<file path="src/rtl/rr_arb8.sv">
// rr_arb8: 8-way round-robin arbiter with a per-grant hold limit.
// One grant at a time; at least one idle cycle between consecutive grants.
module rr_arb8 #(
    parameter int HOLD_MAX = 16
) (
    input  logic       clk,
    input  logic       rst_n,
    input  logic [7:0] req,
    input  logic       done,
    output logic [7:0] grant,
    output logic [2:0] grant_idx,
    output logic       grant_valid,
    output logic       timeout
);

    typedef enum logic {
        IDLE = 1'b0,
        BUSY = 1'b1
    } state_t;

    localparam logic [7:0] HOLD_LAST = 8'(HOLD_MAX - 1);

    state_t     r_state;
    state_t     w_state_nx;
    logic [2:0] r_ptr;
    logic [2:0] w_ptr_nx;
    logic [7:0] r_hold;
    logic [7:0] w_hold_nx;
    logic [7:0] r_grant;
    logic [7:0] w_grant_nx;
    logic [2:0] r_idx;
    logic [2:0] w_idx_nx;
    logic       r_valid;
    logic       w_valid_nx;
    logic       r_timeout;
    logic       w_timeout_nx;

    logic [15:0] w_dbl;
    logic [15:0] w_shift;
    logic [7:0]  w_rot;
    logic [2:0]  w_off;
    logic [2:0]  w_pick;
    logic        w_req_any;
    logic        w_owner_req;
    logic        w_hold_end;

    // Rotate so that bit 0 of w_rot is requester r_ptr.
    assign w_dbl       = {req, req};
    assign w_shift     = w_dbl >> r_ptr;
    assign w_rot       = w_shift[7:0];
    assign w_pick      = r_ptr + w_off;
    assign w_req_any   = |req;
    assign w_owner_req = req[r_idx];
    assign w_hold_end  = (r_hold == HOLD_LAST);

    always_comb begin
        w_off = 3'd0;
        for (int j = 7; j >= 0; j--) begin
            if (w_rot[j]) begin
                w_off = 3'(j);
            end
        end
    end

    always_comb begin
        w_state_nx   = r_state;
        w_ptr_nx     = r_ptr;
        w_hold_nx    = r_hold;
        w_grant_nx   = r_grant;
        w_idx_nx     = r_idx;
        w_valid_nx   = r_valid;
        w_timeout_nx = 1'b0;
        unique case (r_state)
            IDLE: begin
                if (w_req_any) begin
                    w_state_nx = BUSY;
                    w_grant_nx = 8'b0000_0001 << w_pick;
                    w_idx_nx   = w_pick;
                    w_valid_nx = 1'b1;
                    w_hold_nx  = 8'd0;
                end
            end
            BUSY: begin
                if (done || !w_owner_req || w_hold_end) begin
                    w_state_nx   = IDLE;
                    w_grant_nx   = 8'h00;
                    w_idx_nx     = 3'd0;
                    w_valid_nx   = 1'b0;
                    w_hold_nx    = 8'd0;
                    w_ptr_nx     = r_idx + 3'd1;
                    // Hold limit only counts as a timeout if nothing else released.
                    w_timeout_nx = !done && w_owner_req;
                end else begin
                    w_hold_nx = w_hold_end ? r_hold : r_hold + 8'd1;
                end
            end
            default: begin
                w_state_nx = IDLE;
            end
        endcase
    end

    always_ff @(posedge clk or negedge rst_n) begin
        if (!rst_n) begin
            r_state   <= IDLE;
            r_ptr     <= 3'd0;
            r_hold    <= 8'd0;
            r_grant   <= 8'h00;
            r_idx     <= 3'd0;
            r_valid   <= 1'b0;
            r_timeout <= 1'b0;
        end else begin
            r_state   <= w_state_nx;
            r_ptr     <= w_ptr_nx;
            r_hold    <= w_hold_nx;
            r_grant   <= w_grant_nx;
            r_idx     <= w_idx_nx;
            r_valid   <= w_valid_nx;
            r_timeout <= w_timeout_nx;
        end
    end

    assign grant       = r_grant;
    assign grant_idx   = r_idx;
    assign grant_valid = r_valid;
    assign timeout     = r_timeout;

endmodule

</file>
<file path="config.mk">
export PLATFORM = sky130hd
export DESIGN_NAME = rr_arb8
export DESIGN_NICKNAME = d
export VERILOG_FILES = /design/src/rtl/rr_arb8.sv
export SDC_FILE = /design/constraint.sdc
export NUM_CORES = 1
export LEC_CHECK = 0
export ABC_CLOCK_PERIOD_IN_PS = 10400
export CAP_MARGIN = 20
export CORE_AREA = 2 2 76 106
export CTS_CLUSTER_SIZE = 10
export DETAILED_ROUTE_END_ITERATION = 12
export DIE_AREA = 0 0 78 108
export RECOVER_POWER = 100
export SLEW_MARGIN = 20
export SYNTH_ARGS = -nofsm -noshare
export SYNTH_HDL_FRONTEND = slang
export SYNTH_SLANG_ARGS = --single-unit
</file>
<file path="constraint.sdc">
create_clock -name clk -period 10.4 [get_ports clk]
set_input_delay 1.04 -clock clk [delete_from_list [all_inputs] [get_ports clk]]
set_output_delay 1.04 -clock clk [all_outputs]
set_load 0.01 [all_outputs]
</file>
## Word-level counts from Yosys, hierarchy flattened

Index checks and enable logic that the tools add are counted.

| cells by class | value |
|---|---|
| equality and inequality tests | 4 |
| $add $sub $neg | 3 |
| shift operators | 2 |
| reductions and logical operators | 9 |
| bitwise gates (word level) | 1 |
| magnitude comparators | 1 |
| muxes and demuxes | 28 |

Operator list:

| cell | number |
|---|---|
| $mux 8 | 5 |
| $pmux 8 s2 | 2 |
| $mux 3 | 10 |
| $shr 16x3->8 | 1 |
| $add 8x1->8 const B | 1 |
| $eq 8x4->1 const B | 1 |
| $reduce_or 8->1 | 1 |
| $shl 1x3->8 const A | 1 |
| $mux 1 | 7 |
| $pmux 3 s2 | 1 |
| $reduce_and 2->1 | 3 |
| $lt 3x4->1 const B | 1 |
| $pmux 1 s2 | 2 |
| $add 3x1->3 const B | 1 |
| $add 3x3->3 | 1 |
| $bmux 1 s3 | 1 |
| $ne 3x2->1 const B | 1 |
| $logic_not 1->1 | 2 |
| $logic_or 1x1->1 | 2 |
| $ne 2x1->1 const B | 1 |
| $ne 2x2->1 const B | 1 |
| $logic_and 1x1->1 | 1 |
| $not 1->1 | 1 |

| storage, ports and cells | value |
|---|---|
| output and inout port bits | 13 |
| input port bits | 11 |
| register bits | 25 |

## Depth between registers and ports, before layout

Gate-level depths: netlist (run 1).

| logic depth | value |
|---|---|
| depth after elaboration | 13 |
| mapped depth | 15 |
| gate-level depth less buffers | 12 |

## Worst setup path before layout (run 1)

OpenSTA, ideal clock, no wires.

| timing | value |
|---|---|
| path kind | input -> register |
| start point | in req[3] |
| end point | reg r_grant[0], in the netlist grant[0] |
| setup slack | 6.565 ns |
| path buffers | 2 |
| library setup time | 0.080 ns |
| stages | 12 |
| arrival time | 3.754 ns |
| cell sequence | buf_4 nor3b_1 nor3_1 or4_1 buf_2 o21ai_0 nand2_1 fa_1 xnor2_1 and4_1 o2111ai_1 o211ai_2 |

| on the way | value |
|---|---|
| cells in the longest elaborated chain, start to end | 13 |

Ends and longest elaborated chain:

| what | RTL line | RTL |
|---|---|---|
| from (decl) | 8 | `input logic [7:0] req,` |
| $shr 16x3->8 | 49 | `assign w_shift = w_dbl >> r_ptr;` |
| $mux 3 (8 in series) | 59 | `if (w_rot[j]) begin` |
| $add 3x3->3 | 51 | `assign w_pick = r_ptr + w_off;` |
| $shl 1x3->8 | 77 | `w_grant_nx = 8'b0000_0001 << w_pick;` |
| $mux 8 | 75 | `if (w_req_any) begin` |
| $pmux 8 s2 | 73 | `unique case (r_state)` |
| to (signal assigned) | 116 | `r_grant <= w_grant_nx;` |
| to (decl) | 29 | `logic [7:0] r_grant;` |

Parallel ways exist; a longest one is shown, timed or not. The select of a mux whose other input is x is not followed.
A chain may end at the register's enable or synchronous reset.

## Final worst setup path (run 1)

| timing | value |
|---|---|
| start point | in req[2] |
| end point | reg r_grant[0], in the netlist grant[0] |

Same word-level chain as after synthesis.

==> flow_summary.ini, run 1 <==
[sta]
fin_crit_ns = 4.61
finalClockSkew_ns = 0.00381
final-hold-violation-count = 0
worst_slew_margin_rel = -0.364
drv_slew = 38
setup_viol = 0
rsz0062_at_grt = no
min_period_over_period = 0.444
max_clock_freq_ghz = 0.217
tightest_slew_ns = 2.03
setup_tns_ns = 0

[power]
p_sw_frac = 0.518
leakagePower_uw = 0.000985
p_clk_frac = 0.092
p_switching_uw = 354
power_frac_comb = 0.665
ir_drop_mv = 0.139
power_density_nw_per_um2 = 281
internal_power_uw = 330
seqPwrFrac = 0.243

[drt]
routedWlPerCell_um = 15.8
route.detailed.drc = 0
dr_total_vias = 1954
drt_iter0_markers = 54
ant_nets = 0
routed_wl_um = 5450
drtPass1Iterations = 4
vias_per_cell = 5.68

[floorplanning]
fp.dieW_um = 78
rows = 37
fp.coreArea_sq_um = 7410
die_area_sq_um = 8420
initial_utilization = 0.295
die_y_um = 108
ios = 24

[synth]
yosys-top-cells-area = dfrtp_1 29%, o211ai_2 5.2%, nor3_1 5.0%
synth_area_sq_um = 2180
avgSynthCellArea_sq_um = 9.10
synth_top_cell_by_area = dfrtp_1
synth_edf_count = 0
syn_nets = 255
ys_seq_area_frac = 0.287
async_reset_ff_frac = 1.00
yosysWarningCount = 0
synth_top_area_frac = 0.287
ys_types = 49
ys_ff_latch = 25
ys.flop_type = dfrtp_1
synthCells = 240

[cts]
clk_latency_ns = 0.28
clockBufferDepth = 2
cts_root_buffer = clkbuf_8
ctsResizeCount = 0
cts_setup_buffers = 0
numCtsBuffers = 3
htreeDepth = 1
cts.sinks = 25
clk_pin_slew_ns = 0.10
postCtsHoldBufs = 0
cts_tree = yes

[global_routing]
grt_max_degree = 32
grt_usage = 0.131
grt_overflow = 0
grt-busiest-layer = met2
grt_pass1_wl_um = 9090
grt_pass1_vias = 1933
use_met3 = 0.0117
use_met2 = 0.235
antenna_found_initial = 0
grt_use_met1 = 0.166

[place]
io_buffer_count = 23
dp_hpwl_um = 3810
gp_congestion = 0.789

[setup_path]
cp_slowest_stage_delay_ns = 0.74
cp_slowest_cell = or4_1
worstPathArrival_ns = 4.81
critPathCaptureType = flop
crit_type = in -> reg
critical_path.max_fanout = 11
critPathLaunchType = input port
crit_chain = clkdlybuf4s50_1 -> nor3b_1 -> nor3_1 -> or4_1 -> o21ai_0 -> nand2_1 -> fa_1 -> xnor2_1 -> and4_1 -> o2111ai_1 -> o211ai_2
cp.buffers_inverters = 1
cp_top_family = simple AND/OR/NAND/NOR gates
cp.required_ns = 10.60

[layout]
final_common_cell = dfrtp_1
drive_above_1_share = 0.113
antenna_cells = 0
nNetsFinal = 263
layout_common_cells = 25 x dfrtp_1, 23 x nor3_1, 20 x o21ai_0
postLayoutCoreUtil = 0.329
syn_to_final_growth_pct = 11.6

[status]
status = finished, violations left
violations = capacitance limit, slew limit

[hold_path]
hp-class = reg -> reg

[job]
drv_cap = 2
[flip-flops by register name, indices dropped and copies added (netlist names)]
| register | cells |
|---|---|
| r_ptr | 3 |
| grant_idx | 3 |
| grant_valid | 1 |
| r_hold | 8 |
| grant | 8 |
| r_state | 1 |
| timeout | 1 |
[metal layers]
| metal | up-vias | wire [um] |
|---|---|---|
| met5 | - | 0 |
| met2 | 43 | 2750 |
| met1 | 958 | 2490 |
| met3 | 6 | 149 |
| li1 | 947 | - |
| met4 | 0 | 55 |
[cell families after synthesis]
group           Yosys count  share of synthesized area
mux                      13                     0.0917
compound gates           66                      0.225
simple gates             99                      0.275
xor+xnor                  4                     0.0160
buf+inv                  29                     0.0796
fa+ha+maj                 4                     0.0264
flops                    25                      0.287
[final cells by class]
cell class,count,area [sq um]
Clock buffer,3,41.3
Inverter,6,22.5
Sequential cell,25,626
Multi-Input combinational cell,186,1370
Timing Repair Buffer,26,249
Clock inverter,1,7.51
Tap cell,97,121
Fill cell,779,4970
[through the flow]
| stage | power [uW] | instance area, sq um | hold slack [ns] | instances | worst slack (ns) |
|---|---|---|---|---|---|
| 3_3_place_gp | 621 | 2410 | 0.485 | 340 | 5.65 |
| 2_1_floorplan | 533 | 2180 | 0.479 | 240 | 6.57 |
| 6_report | 683 | 2440 | 0.495 | 344 | 5.79 |
| 3_5_place_dp | 634 | 2420 | 0.488 | 340 | 5.53 |
| 4_1_cts | 698 | 2470 | 0.511 | 344 | 5.79 |
| 5_1_grt | 738 | 2440 | 0.522 | 344 | 5.52 |
[path summary, 6_finish.rpt]
kind	from	endpoint	slack (ns)	depth (start not counted)
min reg2reg	grant_valid$_DFFE_PN0P_	grant_valid$_DFFE_PN0P_	0.50	1
min	grant_valid$_DFFE_PN0P_	grant_valid$_DFFE_PN0P_	0.50	1
max	req[2]	grant[0]$_DFFE_PN0P_	5.79	11
max reg2reg	r_ptr[1]$_DFFE_PN0P_	grant[0]$_DFFE_PN0P_	6.24	10
max in group asynchronous	rst_n	grant[5]$_DFFE_PN0P_	8.01	2
min in group asynchronous	rst_n	timeout$_DFF_PN0_	1.59	2
[synth_stat cells (2+ instances only)]
library cell	count
dfrtp_1	25
nor3_1	22
o21ai_0	19
nand2_1	15
nor4_1	11
buf_2	9
nand2b_1	9
o2111ai_1	9
o211ai_2	9
a21oi_1	7
nor3b_1	7
buf_6	6
inv_1	6
and3_1	5
clkbuf_1	5
mux2i_1	5
nor2_1	5
a31oi_1	4
and4_1	4
mux4_2	4
or4_1	4
ha_1	3
mux2_2	3
nand3_1	3
nor3_2	3
nor3b_2	3
a21o_1	2
a22o_1	2
a32oi_1	2
buf_4	2
nand4_1	2
o211a_1	2
o21a_1	2
o21ai_1	2
o31ai_1	2
or3_1	2
xnor2_1	2
xor2_1	2
[power groups by stage]
stage,combinational (uW),clock (uW),sequential (uW)
finish,455,62.6,166
detailed placement,464,0,169
global placement,452,0,169
CTS,467,63.6,167
global route,498,68.0,172
floorplan,392,0,141
No activity file was read; power rests on OpenSTA's default activity.
==> run 2: changes to the inputs <==
Settings changed: ABC_CLOCK_PERIOD_IN_PS 10400 to 4580.
Clock period 10.4 ns to 4.58 ns, I/O delays scaled along.
==> run 2 against run 1 <==
Against the previous run:
- die area unchanged
- worst setup slack worse by 5.1 ns
- combinational power up 140%
- sequential cell count unchanged
- critical endpoint is now grant_idx[2]$_DFFE_PN0P_
- largest power group unchanged
- final area up 1.6%
- worst hold slack about the same
- critical path type unchanged
- register-to-register slack worse by 5.4 ns
- the run still ends with capacitance limit, slew limit left
- utilization up 0.52 points
==> flow_summary.ini, run 2 (synthesized netlist as in run 1, its figures left out) <==
[status]
status = finished, violations left
violations = capacitance limit, slew limit

[global_routing]
grt_max_degree = 26
grt_usage = 0.131
grt_overflow = 0
grt_pass1_wl_um = 9070
antenna_found_initial = 0
grt_pass1_vias = 1843

[job]
drv_cap = 1

[drt]
dr_total_vias = 1958
routedWlPerCell_um = 15.8
ant_nets = 0
route.detailed.drc = 0
routed_wl_um = 5510
drtPass1Iterations = 4
drt_iter0_markers = 74
vias_per_cell = 5.61

[cts]
cts.sinks = 25
clk_pin_slew_ns = 0.09
ctsResizeCount = 0
cts_tree = yes
cts_root_buffer = clkbuf_8
htreeDepth = 1
postCtsHoldBufs = 0
clockBufferDepth = 2
clk_latency_ns = 0.27
cts_setup_buffers = 0
numCtsBuffers = 3

[setup_path]
critPathLaunchType = input port
critPathCaptureType = flop
r2r_slack_ns = 0.85
critical_path.max_fanout = 10
cp.required_ns = 4.73
crit_type = in -> reg
worstPathArrival_ns = 4.01

[layout]
nFillCells = 801
postLayoutCoreUtil = 0.334
layout_common_cells = 25 x dfrtp_1, 23 x nor3_1, 20 x o21ai_0
antenna_cells = 0
regArea_sq_um = 626
multi_input_area_sq_um = 1370
syn_to_final_growth_pct = 13.4
nNetsFinal = 268
drive_above_1_share = 0.131
final_common_cell = dfrtp_1

[sta]
finalClockSkew_ns = 0.00410
drv_slew = 22
setup_ws_ns = 0.720
rsz0062_at_grt = no
setup_viol = 0
min_period_over_period = 0.843
final-hold-violation-count = 0
max_clock_freq_ghz = 0.259
fin_crit_ns = 3.86
tightest_slew_ns = 1.98
worst_slew_margin_rel = -0.331
setup_tns_ns = 0

[hold_path]
hp-class = reg -> reg

[floorplanning]
die_y_um = 108
fp.dieW_um = 78
fp.coreArea_sq_um = 7410
initial_utilization = 0.295
rows = 37
ios = 24
die_area_sq_um = 8420

[power]
power_density_nw_per_um2 = 640
ir_drop_mv = 0.324
leakagePower_uw = 0.00101
total_power_uw = 1580

[place]
gp_congestion = 0.848
dp_hpwl_um = 3930
io_buffer_count = 23
pre_cts_slack_ns = 0.567
==> run 2: changes by cell type in the layout (fill, tap and decap cells not counted) <==
cell             change
buf_4                +4
o211ai_1             -1
o211ai_2             +1
clkdlybuf4s50_1      -1
dlygate4sd3_1        +1
clkbuf_1             +1
==> run 2: cell type report <==
type                    count  share of cell area
well taps                  97              0.0490
inverters                   6             0.00910
clock inverters             1             0.00303
clock buffers               3              0.0167
repair buffers             31               0.114
flip-flops and latches     25               0.253
multi-input cells         186               0.555
==> run 2: path summary, 6_finish.rpt <==
path	start	endpoint	cells after the start
hold reg to reg	grant_valid$_DFFE_PN0P_	grant_valid$_DFFE_PN0P_	1
min in group asynchronous	rst_n	r_hold[4]$_DFFE_PN0P_	2
hold / removal	grant_valid$_DFFE_PN0P_	grant_valid$_DFFE_PN0P_	1
max in group asynchronous	rst_n	grant[5]$_DFFE_PN0P_	2
setup reg to reg	r_ptr[1]$_DFFE_PN0P_	grant_idx[2]$_DFFE_PN0P_	13
setup / recovery	req[2]	grant_idx[2]$_DFFE_PN0P_	13
==> run 2: routing by layer <==
metal | track usage | wire [um] | vias to the layer above
met3 | 0.0159 | 211 | 6
met4 | 0.0439 | 75 | 0
met2 | 0.234 | 2830 | 35
met5 | 0 | 0 | -
met1 | 0.163 | 2390 | 964
li1 | - | - | 953
==> run 2: report_power, final <==
part | switching (uW) | internal, uW
clock network | 75.6 | 61.8
registers | 72.5 | 271
logic | 663 | 440
total | 811 | 773
==> run 2: critical path: stages <==
cell	delay (ns)
dlygate4sd3_1	0.71
mux4_2	0.53
a211oi_1	0.32
a21oi_1	0.08
o31ai_1	0.31
ha_1	0.21
inv_1	0.05
fa_1	0.41
xnor2_1	0.34
clkbuf_1	0.27
nor2_1	0.08
o2111ai_1	0.14
o211ai_2	0.11
==> run 2: stage by stage <==
| stage | instances | instance area, sq um | hold slack, ns |
|---|---|---|---|
| detailed placement | 345 | 2450 | 0.489 |
| global route | 349 | 2470 | 0.540 |
| CTS | 349 | 2500 | 0.512 |
| floorplan | 240 | 2180 | 0.162 |
| global placement | 345 | 2450 | 0.485 |
| finish | 349 | 2470 | 0.495 |
==> run 3: changes to the inputs <==
Settings changed: ABC_CLOCK_PERIOD_IN_PS 4580 to 3450.
Clock period 4.58 ns to 3.45 ns, I/O delays scaled along.
==> run 3 against run 2 <==
Against the previous run:
- the run now ends clean
- cell count grew 8.9%
- worst hold slack gained 0.020 ns
- sequential cell count is the same
- critical endpoint is now grant[6]$_DFFE_PN0P_
- utilization grew 3.8 points
- non-clock buffer count grew 31
- total power grew 50%
- register-to-register slack lost 0.64 ns
- largest cell class unchanged
- clock-buffer cell count is the same
==> flow_summary.ini, run 3 (synthesized netlist as in run 1, its figures left out) <==
[drt]
routed_wl_um = 5990
vias_per_cell = 5.52
routedWlPerCell_um = 15.8
drt_iter0_markers = 87
drtPass1Iterations = 4
ant_nets = 0
route.detailed.drc = 0
dr_total_vias = 2097

[floorplanning]
fp.coreArea_sq_um = 7410
fp.dieW_um = 78
rows = 37
die_y_um = 108
die_area_sq_um = 8420
initial_utilization = 0.295
ios = 24

[global_routing]
grt_usage = 0.144
grt_pass1_wl_um = 9980
grt_pass1_vias = 2100
grt_max_degree = 26
grt_overflow = 0
antenna_found_initial = 0

[power]
power_density_nw_per_um2 = 863
ir_drop_mv = 0.402
leakagePower_uw = 0.00121

[sta]
fin_crit_ns = 3.33
setup_ws_ns = 0.117
worst_slew_margin_rel = 0.0529
max_clock_freq_ghz = 0.300
holdWs_ns = 0.516
final-hold-violation-count = 0
setup_viol = 0
min_period_over_period = 0.966
finalClockSkew_ns = 0.00732
rsz0062_at_grt = no
tightest_slew_ns = 1.42
drv_slew = 0

[setup_path]
crit_chain = clkdlybuf4s50_1 -> mux4_2 -> nand2b_1 -> a21oi_1 -> nor3b_1 -> o31ai_1 -> ha_1 -> inv_1 -> fa_2 -> xnor2_2 -> buf_4 -> nor4_1 -> o2111ai_1 -> o211ai_2
critical_path.max_fanout = 6
worstPathArrival_ns = 3.54
cp.required_ns = 3.66
cp_top_family = compound AO/OA/AOI/OAI gates
cp_slowest_stage_delay_ns = 0.52
crit_type = in -> reg
cp_slowest_cell = mux4_2
critPathCaptureType = flop
critPathLaunchType = input port
cp.buffers_inverters = 3

[layout]
final_common_cell = buf_4
nNetsFinal = 299
multi_input_area_sq_um = 1410
syn_to_final_growth_pct = 26.1
postLayoutCoreUtil = 0.372
nFillCells = 758
layout_common_cells = 36 x buf_4, 24 x dfrtp_1, 21 x o21ai_0, 21 x nor3_1, 15 x nand2_1
regArea_sq_um = 627
drive_above_1_share = 0.254
antenna_cells = 0

[place]
io_buffer_count = 23
pre_cts_slack_ns = -0.227
gp_congestion = 0.854
dp_hpwl_um = 4510

[cts]
numCtsBuffers = 3
clockBufferDepth = 2
cts.sinks = 25
htreeDepth = 1
postCtsHoldBufs = 0
clk_latency_ns = 0.28
clk_pin_slew_ns = 0.10
cts_tree = yes
cts_root_buffer = clkbuf_8

[job]
drv_cap = 0

[status]
status = completed

[hold_path]
hp-class = reg -> reg
[run 3: through the flow]
| stage | setup TNS, ns | area (sq um) | std cells | total power, uW |
|---|---|---|---|---|
| after floorplan | 0 | 2180 | 240 | 1610 |
| after global placement | -1.04 | 2680 | 376 | 2120 |
| after detailed placement | -1.51 | 2680 | 376 | 2150 |
| after CTS | 0 | 2730 | 380 | 2350 |
| after global routing | 0 | 2750 | 380 | 2580 |
| final | 0 | 2750 | 380 | 2380 |
[run 3: per-layer routing]
metal | routed length [um] | vias to the layer above | share of wire | track usage
met4 | 108 | 0 | 0.018 | 0.0514
met3 | 147 | 8 | 0.025 | 0.0134
met5 | 0 | - | 0 | 0
met2 | 3270 | 45 | 0.55 | 0.269
li1 | - | 1013 | - | -
met1 | 2460 | 1031 | 0.41 | 0.169
[run 3: area by class of cell]
type	instances	share of cell area
clock inverter	1	0.00273
sequential	25	0.228
timing repair buffer	62	0.189
inverter	6	0.00818
tap	97	0.0441
multi-input combinational	186	0.513
clock buffer	3	0.0150
[run 3: power breakdown]
part,total (uW),switching (uW),internal [uW]
Combinational,1740,957,784
Clock,183,101,82.0
Sequential,453,90.9,362
[run 3: worst register-to-register path, stage by stage (launching register included)]
cell and delay, ns:
dfrtp_1 0.44, mux4_2 0.56, nand2b_1 0.16, a21oi_1 0.15, nor3b_1 0.07, o31ai_1 0.31
ha_1 0.21, inv_1 0.05, fa_2 0.38, xnor2_2 0.18, buf_4 0.17, nor4_1 0.19
o2111ai_1 0.20, o211ai_2 0.09
[run 3: timing repair]
item,in CTS,in global routing
endpoints found under the setup margin,2,9
gates resized for setup,1,8
pin swaps,0,1
buffers inserted,0,0
[run 3: worst paths after layout]
path | slack (ns) | depth (start not counted) | startpoint | to
worst min-delay path | 0.52 | 1 | grant_valid$_DFFE_PN0P_ | grant_valid$_DFFE_PN0P_
max in group asynchronous | 1.61 | 2 | rst_n | r_ptr[1]$_DFFE_PN0P_
worst min register to register | 0.52 | 1 | grant_valid$_DFFE_PN0P_ | grant_valid$_DFFE_PN0P_
worst max-delay path | 0.12 | 14 | req[3] | grant[6]$_DFFE_PN0P_
worst max register to register | 0.21 | 13 | r_ptr[0]$_DFFE_PN0P_ | grant[6]$_DFFE_PN0P_
min in group asynchronous | 0.92 | 2 | rst_n | grant_valid$_DFFE_PN0P_
